`src/rtl/axilite_pkg.sv`:
```
// Shared AXI4-Lite response codes and state types for the register bank slave.
package axilite_pkg;

    localparam logic [1:0] RESP_OKAY   = 2'b00;
    localparam logic [1:0] RESP_SLVERR = 2'b10;

    typedef enum logic {WR_IDLE, WR_RESP} wr_state_t;
    typedef enum logic {RD_IDLE, RD_DATA} rd_state_t;

endpackage

```
`src/rtl/axilite_regfile.sv`:
```
// NUM_REGS x 32-bit storage: one byte-strobed write port, one combinational read port,
// flat export of every register, synchronous active-low clear.
module axilite_regfile #(
    parameter int NUM_REGS = 16,
    parameter int IDX_W    = $clog2(NUM_REGS)
) (
    input  logic                     clk,
    input  logic                     rst_n,
    input  logic                     we,
    input  logic [IDX_W-1:0]         widx,
    input  logic [31:0]              wdata,
    input  logic [3:0]               wstrb,
    input  logic [IDX_W-1:0]         ridx,
    output logic [31:0]              rdata,
    output logic [NUM_REGS*32-1:0]   regs_flat
);

    logic [31:0] mem [NUM_REGS];

    always_ff @(posedge clk) begin
        if (!rst_n) begin
            for (int i = 0; i < NUM_REGS; i++) mem[i] <= '0;
        end else if (we) begin
            for (int b = 0; b < 4; b++) begin
                if (wstrb[b]) mem[widx][8*b +: 8] <= wdata[8*b +: 8];
            end
        end
    end

    // Read sees the stored value before any write landing on the same edge.
    assign rdata = mem[ridx];

    always_comb begin
        regs_flat = '0;
        for (int i = 0; i < NUM_REGS; i++) regs_flat[32*i +: 32] = mem[i];
    end

endmodule

```
`src/rtl/axilite_s_regbank.sv`:
```
// AXI4-Lite slave terminating all five channels in front of a byte-strobed register bank.
// Independent write (AW/W capture -> B) and read (AR -> R) state machines.
module axilite_s_regbank
    import axilite_pkg::*;
#(
    parameter int                ADDR_W    = 32,
    parameter int                NUM_REGS  = 16,
    parameter logic [ADDR_W-1:0] BASE_ADDR = '0
) (
    input  logic                    s_axi_aclk,
    input  logic                    s_axi_aresetn,
    input  logic                    s_axi_awvalid,
    output logic                    s_axi_awready,
    input  logic [ADDR_W-1:0]       s_axi_awaddr,
    input  logic                    s_axi_wvalid,
    output logic                    s_axi_wready,
    input  logic [31:0]             s_axi_wdata,
    input  logic [3:0]              s_axi_wstrb,
    output logic                    s_axi_bvalid,
    input  logic                    s_axi_bready,
    output logic [1:0]              s_axi_bresp,
    input  logic                    s_axi_arvalid,
    output logic                    s_axi_arready,
    input  logic [ADDR_W-1:0]       s_axi_araddr,
    output logic                    s_axi_rvalid,
    input  logic                    s_axi_rready,
    output logic [31:0]             s_axi_rdata,
    output logic [1:0]              s_axi_rresp,
    output logic [NUM_REGS*32-1:0]  regs_flat
);

    localparam int                IDX_W = $clog2(NUM_REGS);
    localparam logic [ADDR_W-1:0] SPAN  = ADDR_W'(4 * NUM_REGS);

    wr_state_t         wr_state;
    rd_state_t         rd_state;
    logic              aw_held, w_held;
    logic [ADDR_W-1:0] aw_addr_q;
    logic [31:0]       w_data_q;
    logic [3:0]        w_strb_q;

    logic [ADDR_W-1:0] wr_off, rd_off;
    logic              wr_hit, rd_hit, commit, aw_hs, w_hs, ar_hs;
    logic [31:0]       rf_rdata;

    // Offsets wrap modulo 2^ADDR_W, so addresses below the base land out of range.
    assign wr_off = aw_addr_q - BASE_ADDR;
    assign rd_off = s_axi_araddr - BASE_ADDR;
    assign wr_hit = wr_off < SPAN;
    assign rd_hit = rd_off < SPAN;

    assign aw_hs  = s_axi_awvalid && s_axi_awready;
    assign w_hs   = s_axi_wvalid && s_axi_wready;
    assign ar_hs  = s_axi_arvalid && s_axi_arready;
    assign commit = (wr_state == WR_IDLE) && aw_held && w_held;

    axilite_regfile #(
        .NUM_REGS (NUM_REGS),
        .IDX_W    (IDX_W)
    ) u_regfile (
        .clk       (s_axi_aclk),
        .rst_n     (s_axi_aresetn),
        .we        (commit && wr_hit),
        .widx      (wr_off[IDX_W+1:2]),
        .wdata     (w_data_q),
        .wstrb     (w_strb_q),
        .ridx      (rd_off[IDX_W+1:2]),
        .rdata     (rf_rdata),
        .regs_flat (regs_flat)
    );

    always_ff @(posedge s_axi_aclk) begin
        if (!s_axi_aresetn) begin
            wr_state      <= WR_IDLE;
            aw_held       <= 1'b0;
            w_held        <= 1'b0;
            aw_addr_q     <= '0;
            w_data_q      <= '0;
            w_strb_q      <= '0;
            s_axi_awready <= 1'b0;
            s_axi_wready  <= 1'b0;
            s_axi_bvalid  <= 1'b0;
            s_axi_bresp   <= RESP_OKAY;
        end else begin
            case (wr_state)
                WR_IDLE: begin
                    if (aw_hs) begin
                        aw_held   <= 1'b1;
                        aw_addr_q <= s_axi_awaddr;
                    end
                    if (w_hs) begin
                        w_held   <= 1'b1;
                        w_data_q <= s_axi_wdata;
                        w_strb_q <= s_axi_wstrb;
                    end
                    s_axi_awready <= !(aw_held || aw_hs);
                    s_axi_wready  <= !(w_held || w_hs);
                    if (commit) begin
                        aw_held      <= 1'b0;
                        w_held       <= 1'b0;
                        s_axi_bvalid <= 1'b1;
                        s_axi_bresp  <= wr_hit ? RESP_OKAY : RESP_SLVERR;
                        wr_state     <= WR_RESP;
                    end
                end
                WR_RESP: begin
                    if (s_axi_bvalid && s_axi_bready) begin
                        s_axi_bvalid  <= 1'b0;
                        s_axi_awready <= 1'b1;
                        s_axi_wready  <= 1'b1;
                        wr_state      <= WR_IDLE;
                    end
                end
            endcase
        end
    end

    always_ff @(posedge s_axi_aclk) begin
        if (!s_axi_aresetn) begin
            rd_state      <= RD_IDLE;
            s_axi_arready <= 1'b0;
            s_axi_rvalid  <= 1'b0;
            s_axi_rdata   <= '0;
            s_axi_rresp   <= RESP_OKAY;
        end else begin
            case (rd_state)
                RD_IDLE: begin
                    s_axi_arready <= 1'b1;
                    if (ar_hs) begin
                        s_axi_rdata   <= rd_hit ? rf_rdata : 32'h0;
                        s_axi_rresp   <= rd_hit ? RESP_OKAY : RESP_SLVERR;
                        s_axi_rvalid  <= 1'b1;
                        s_axi_arready <= 1'b0;
                        rd_state      <= RD_DATA;
                    end
                end
                RD_DATA: begin
                    if (s_axi_rvalid && s_axi_rready) begin
                        s_axi_rvalid  <= 1'b0;
                        s_axi_arready <= 1'b1;
                        rd_state      <= RD_IDLE;
                    end
                end
            endcase
        end
    end

endmodule

```
`config.mk`:
```
export PLATFORM = sky130hd
export DESIGN_NAME = axilite_s_regbank
export DESIGN_NICKNAME = d
export VERILOG_FILES = /design/src/rtl/axilite_pkg.sv /design/src/rtl/axilite_regfile.sv /design/src/rtl/axilite_s_regbank.sv
export SDC_FILE = /design/constraint.sdc
export NUM_CORES = 1
export LEC_CHECK = 0
export BUFFER_PORTS_ARGS = -buffer_cell sky130_fd_sc_hd__buf_2
export CAP_MARGIN = 20
export CORE_MARGIN = 4
export CORE_UTILIZATION = 43
export CTS_CLUSTER_SIZE = 28
export DETAILED_ROUTE_END_ITERATION = 12
export MAX_ROUTING_LAYER = met4
export PLACE_DENSITY_LB_ADDON = 0.12
export REMOVE_ABC_BUFFERS = 1
export SYNTH_ARGS = -nofsm -noshare
export SYNTH_HDL_FRONTEND = slang
export SYNTH_HIERARCHICAL = 1
export SYNTH_SLANG_ARGS = --single-unit
```
`constraint.sdc`:
```
create_clock -name s_axi_aclk -period 3.3 [get_ports s_axi_aclk]
set_input_delay 0.66 -clock s_axi_aclk [delete_from_list [all_inputs] [get_ports s_axi_aclk]]
set_output_delay 0.66 -clock s_axi_aclk [all_outputs]
set_load 0.02 [all_outputs]
```
==> metrics <==
number of buffers added for setup after CTS 0; # port buffers around 650; hpwl dp 74900 µm; final period utilization 0.887; number of buffers added to fix hold violations after cts 0; number of buffers inserted during clock tree synthesis a little under 70; arrival time of the worst setup path 3.14 ns; cts repair resizes 0; die area 65900 µm²; reported leakage power 13.1 nW; class of the tightest hold or removal check in -> reg; power density over the cells approximately 550 nW/µm²; die span in y 257 µm; DRC Markers 0; Detailed Route Iter0 Violations 2238; GRT Overall Usage 0.312; maximum buffer depth of the clock tree 3; mapped cell area 26600 µm²; Hold Worst Slack between 0.3 and 0.4 ns; DRT Wirelength 103000 µm; overflow left after global routing 0; met2 Resource Use GR 0.505; final weighted congestion in routability-driven placement 0.904; drt pass-1 iters 5; final hold vios 0; number of synthesized register bits 621; RSZ-0062 raised after global routing false; first-pass GRT wire length 145000 µm; Final Critical Period just under 3 ns; Final Max Tran Viols 0; share of the synthesized area in the top cell type 0.578; maximum number of pins on one net before global-route repair 66; Synth Area per Inst 13.1 µm²; global-route track usage on met1 0.392; CTS clk-pin slew, worst paths approximately 0.060 ns; most area-consuming cells after synthesis sky130_fd_sc_hd__edfxtp_1 58%, sky130_fd_sc_hd__mux4_2 11%, sky130_fd_sc_hd__dfxtp_1 8.2%; register area share after synthesis 0.660; number of nets in the layout 2814; worst vdd rail ir drop ~0.38 mV; final total power 18.5 mW; number of failing setup endpoints in the final timing report 0; fraction of synthesis flops using an asynchronous set or reset pin 0; total of warnings raised by yosys 6; worst setup skew after layout around 0.024 ns; global-route met3 utilization 0.0733; Syn Inst Count 2028; number of global-route vias before repair 20.0k; status complete, no violations; Layout area overhead 26.4%; Worst Reg2Reg Path Length in Cells 6; CP Class reg -> reg; initial standard-cell utilization of the core 0.437; dominant register cell in the synthesized netlist sky130_fd_sc_hd__edfxtp_1; ports placed on the boundary 660; number of antenna violations at the first check in global routing 5; Total Neg Setup Slack 0 ns; CP startpoint kind register; required time at the worst-slack endpoint 3.51 ns; pin slew with the least headroom to its limit around 0.93 ns; TritonCTS clock tree done; # Max-Cap Violations 0; clock net sink count 621; via density per instance 5.73; width of the die 257 µm; deepest level of the CTS H-tree 3; count of distinct cell types in the synthesized netlist 37; total number of vias between 20k and 25k; clock latency reported for the late side of the worst-skew pair 0.60 ns; number of enable flip-flop cells after synthesis 512; category of the worst setup path capture point register; cell row count 90; timing-limited maximum frequency between 300 and 400 MHz; core outline area 60800 µm²; GR peak layer met2; max_slew headroom 0.379; antenna-violating nets left 0; routed wirelength normalized by instance count 28.9 µm; ratio of cells with drive above 1 in the final layout 0.396; cell taking the most area after synthesis sky130_fd_sc_hd__edfxtp_1; clock tree root buffer cell sky130_fd_sc_hd__clkbuf_16; number of cells traversed by the worst hold path 3; top fanout value on the critical path 10
## path summary, 6_finish.rpt
check                               startpoint  slack [ns]                    to
worst min register to register    w_data_q[21]        0.45          w_data_q[21]
worst max-delay path             aw_addr_q[18]        0.37  u_regfile/mem[4][16]
worst min-delay path            s_axi_wdata[1]        0.30           w_data_q[1]
worst max register to register   aw_addr_q[18]        0.37  u_regfile/mem[4][16]
## final cells by class
type	instances	area, µm²
tap	782	978
timing repair buffer	798	4460
multi-input combinational	1217	8290
antenna	4	10.0
clock buffer	92	1980
fill	5189	27200
clock inverter	35	344
sequential	621	17600
## cells in the mapped netlist (8+ instances only)
cell type,instances
sky130_fd_sc_hd__o21ai_0,62
sky130_fd_sc_hd__a21boi_1,33
sky130_fd_sc_hd__edfxtp_1,512
sky130_fd_sc_hd__clkbuf_1,118
sky130_fd_sc_hd__a22oi_1,64
sky130_fd_sc_hd__buf_1,11
sky130_fd_sc_hd__nor2_1,491
sky130_fd_sc_hd__mux4_2,128
sky130_fd_sc_hd__buf_4,11
sky130_fd_sc_hd__nand2_1,210
sky130_fd_sc_hd__nand3_1,74
sky130_fd_sc_hd__dfxtp_1,109
sky130_fd_sc_hd__nor4_1,9
sky130_fd_sc_hd__o31ai_2,30
sky130_fd_sc_hd__nor2b_1,8
sky130_fd_sc_hd__and2_1,33
sky130_fd_sc_hd__buf_2,47
sky130_fd_sc_hd__a21boi_0,34
## power by group
group | leakage, nW | switching, mW | internal [mW] | total [mW]
clock network | 1.15 | 3.16 | 4.70 | 7.86
registers | 6.17 | 0.211 | 8.73 | 8.94
logic | 5.76 | 1.12 | 0.606 | 1.72
## routing by layer
layer  part of all wire  vias to the layer above
met5                  0                        -
met4              0.032                        0
met3               0.11                      165
met2               0.49                     1228
met1               0.37                    10200
li1                   -                     8718
## worst max-delay path: stages, from the launching register on
cell and delay (ns):
sky130_fd_sc_hd__dfxtp_1 0.31, sky130_fd_sc_hd__nor4_1 0.38, sky130_fd_sc_hd__nand4_1 0.24, sky130_fd_sc_hd__nor2_2 0.32, sky130_fd_sc_hd__nand3_1 0.30, sky130_fd_sc_hd__buf_4 0.27, sky130_fd_sc_hd__o21ai_1 0.73
## cells by family (layout without fill, tap and decap cells)
logic type	after synthesis	in the layout	share of synthesized area
and+or+nand+nor	849	849	0.133
DFF	621	621	0.660
AOI/OAI and AO/OA	238	238	0.0671
other	1	6	0.000141
buffers and inverters	191	925	0.0318
muxes	128	128	0.108
## sequential cells by signal (all words and copies together) (netlist names), 4 cells and up
| register | flops |
|---|---|
| u_regfile/mem | 512 |
| s_axi_rdata | 32 |
| w_strb_q | 4 |
| w_data_q | 32 |
| aw_addr_q | 30 |
## per-stage QoR
step	cell area [µm²]	instances	util	worst slack (ns)
finish	33600	3549	0.553	0.372
global placement	31300	3415	0.514	0.262
detailed placement	31300	3417	0.514	0.327
global route	33600	3548	0.553	0.0707
floorplan	25800	1838	-	0.669
CTS	33600	3544	0.552	0.332
## cells in the final DEF (no fill, tap or decap), types with 6 or more instances in the layout
cell / netlist / routed
sky130_fd_sc_hd__buf_2: 47 / 651
sky130_fd_sc_hd__edfxtp_1: 512 / 512
sky130_fd_sc_hd__nor2_1: 491 / 489
sky130_fd_sc_hd__nand2_1: 210 / 202
sky130_fd_sc_hd__buf_4: 11 / 137
sky130_fd_sc_hd__mux4_2: 128 / 128
sky130_fd_sc_hd__dfxtp_1: 109 / 109
sky130_fd_sc_hd__clkbuf_16: 0 / 73
sky130_fd_sc_hd__nand3_1: 74 / 68
sky130_fd_sc_hd__a22oi_1: 64 / 64
sky130_fd_sc_hd__o21ai_0: 62 / 62
sky130_fd_sc_hd__a21boi_0: 34 / 34
sky130_fd_sc_hd__a21boi_1: 33 / 33
sky130_fd_sc_hd__and2_1: 33 / 32
sky130_fd_sc_hd__o31ai_2: 30 / 30
sky130_fd_sc_hd__clkinv_2: 0 / 13
sky130_fd_sc_hd__clkbuf_1: 118 / 11
sky130_fd_sc_hd__nor4_1: 9 / 9
sky130_fd_sc_hd__clkinv_1: 0 / 9
sky130_fd_sc_hd__clkbuf_8: 0 / 9
sky130_fd_sc_hd__nand2_2: 0 / 8
sky130_fd_sc_hd__nand3_2: 0 / 6
sky130_fd_sc_hd__nor2b_1: 8 / 6
sky130_fd_sc_hd__bufinv_16: 0 / 6
sky130_fd_sc_hd__buf_12: 0 / 6
Note: power is estimated with default switching activity, not from simulation.
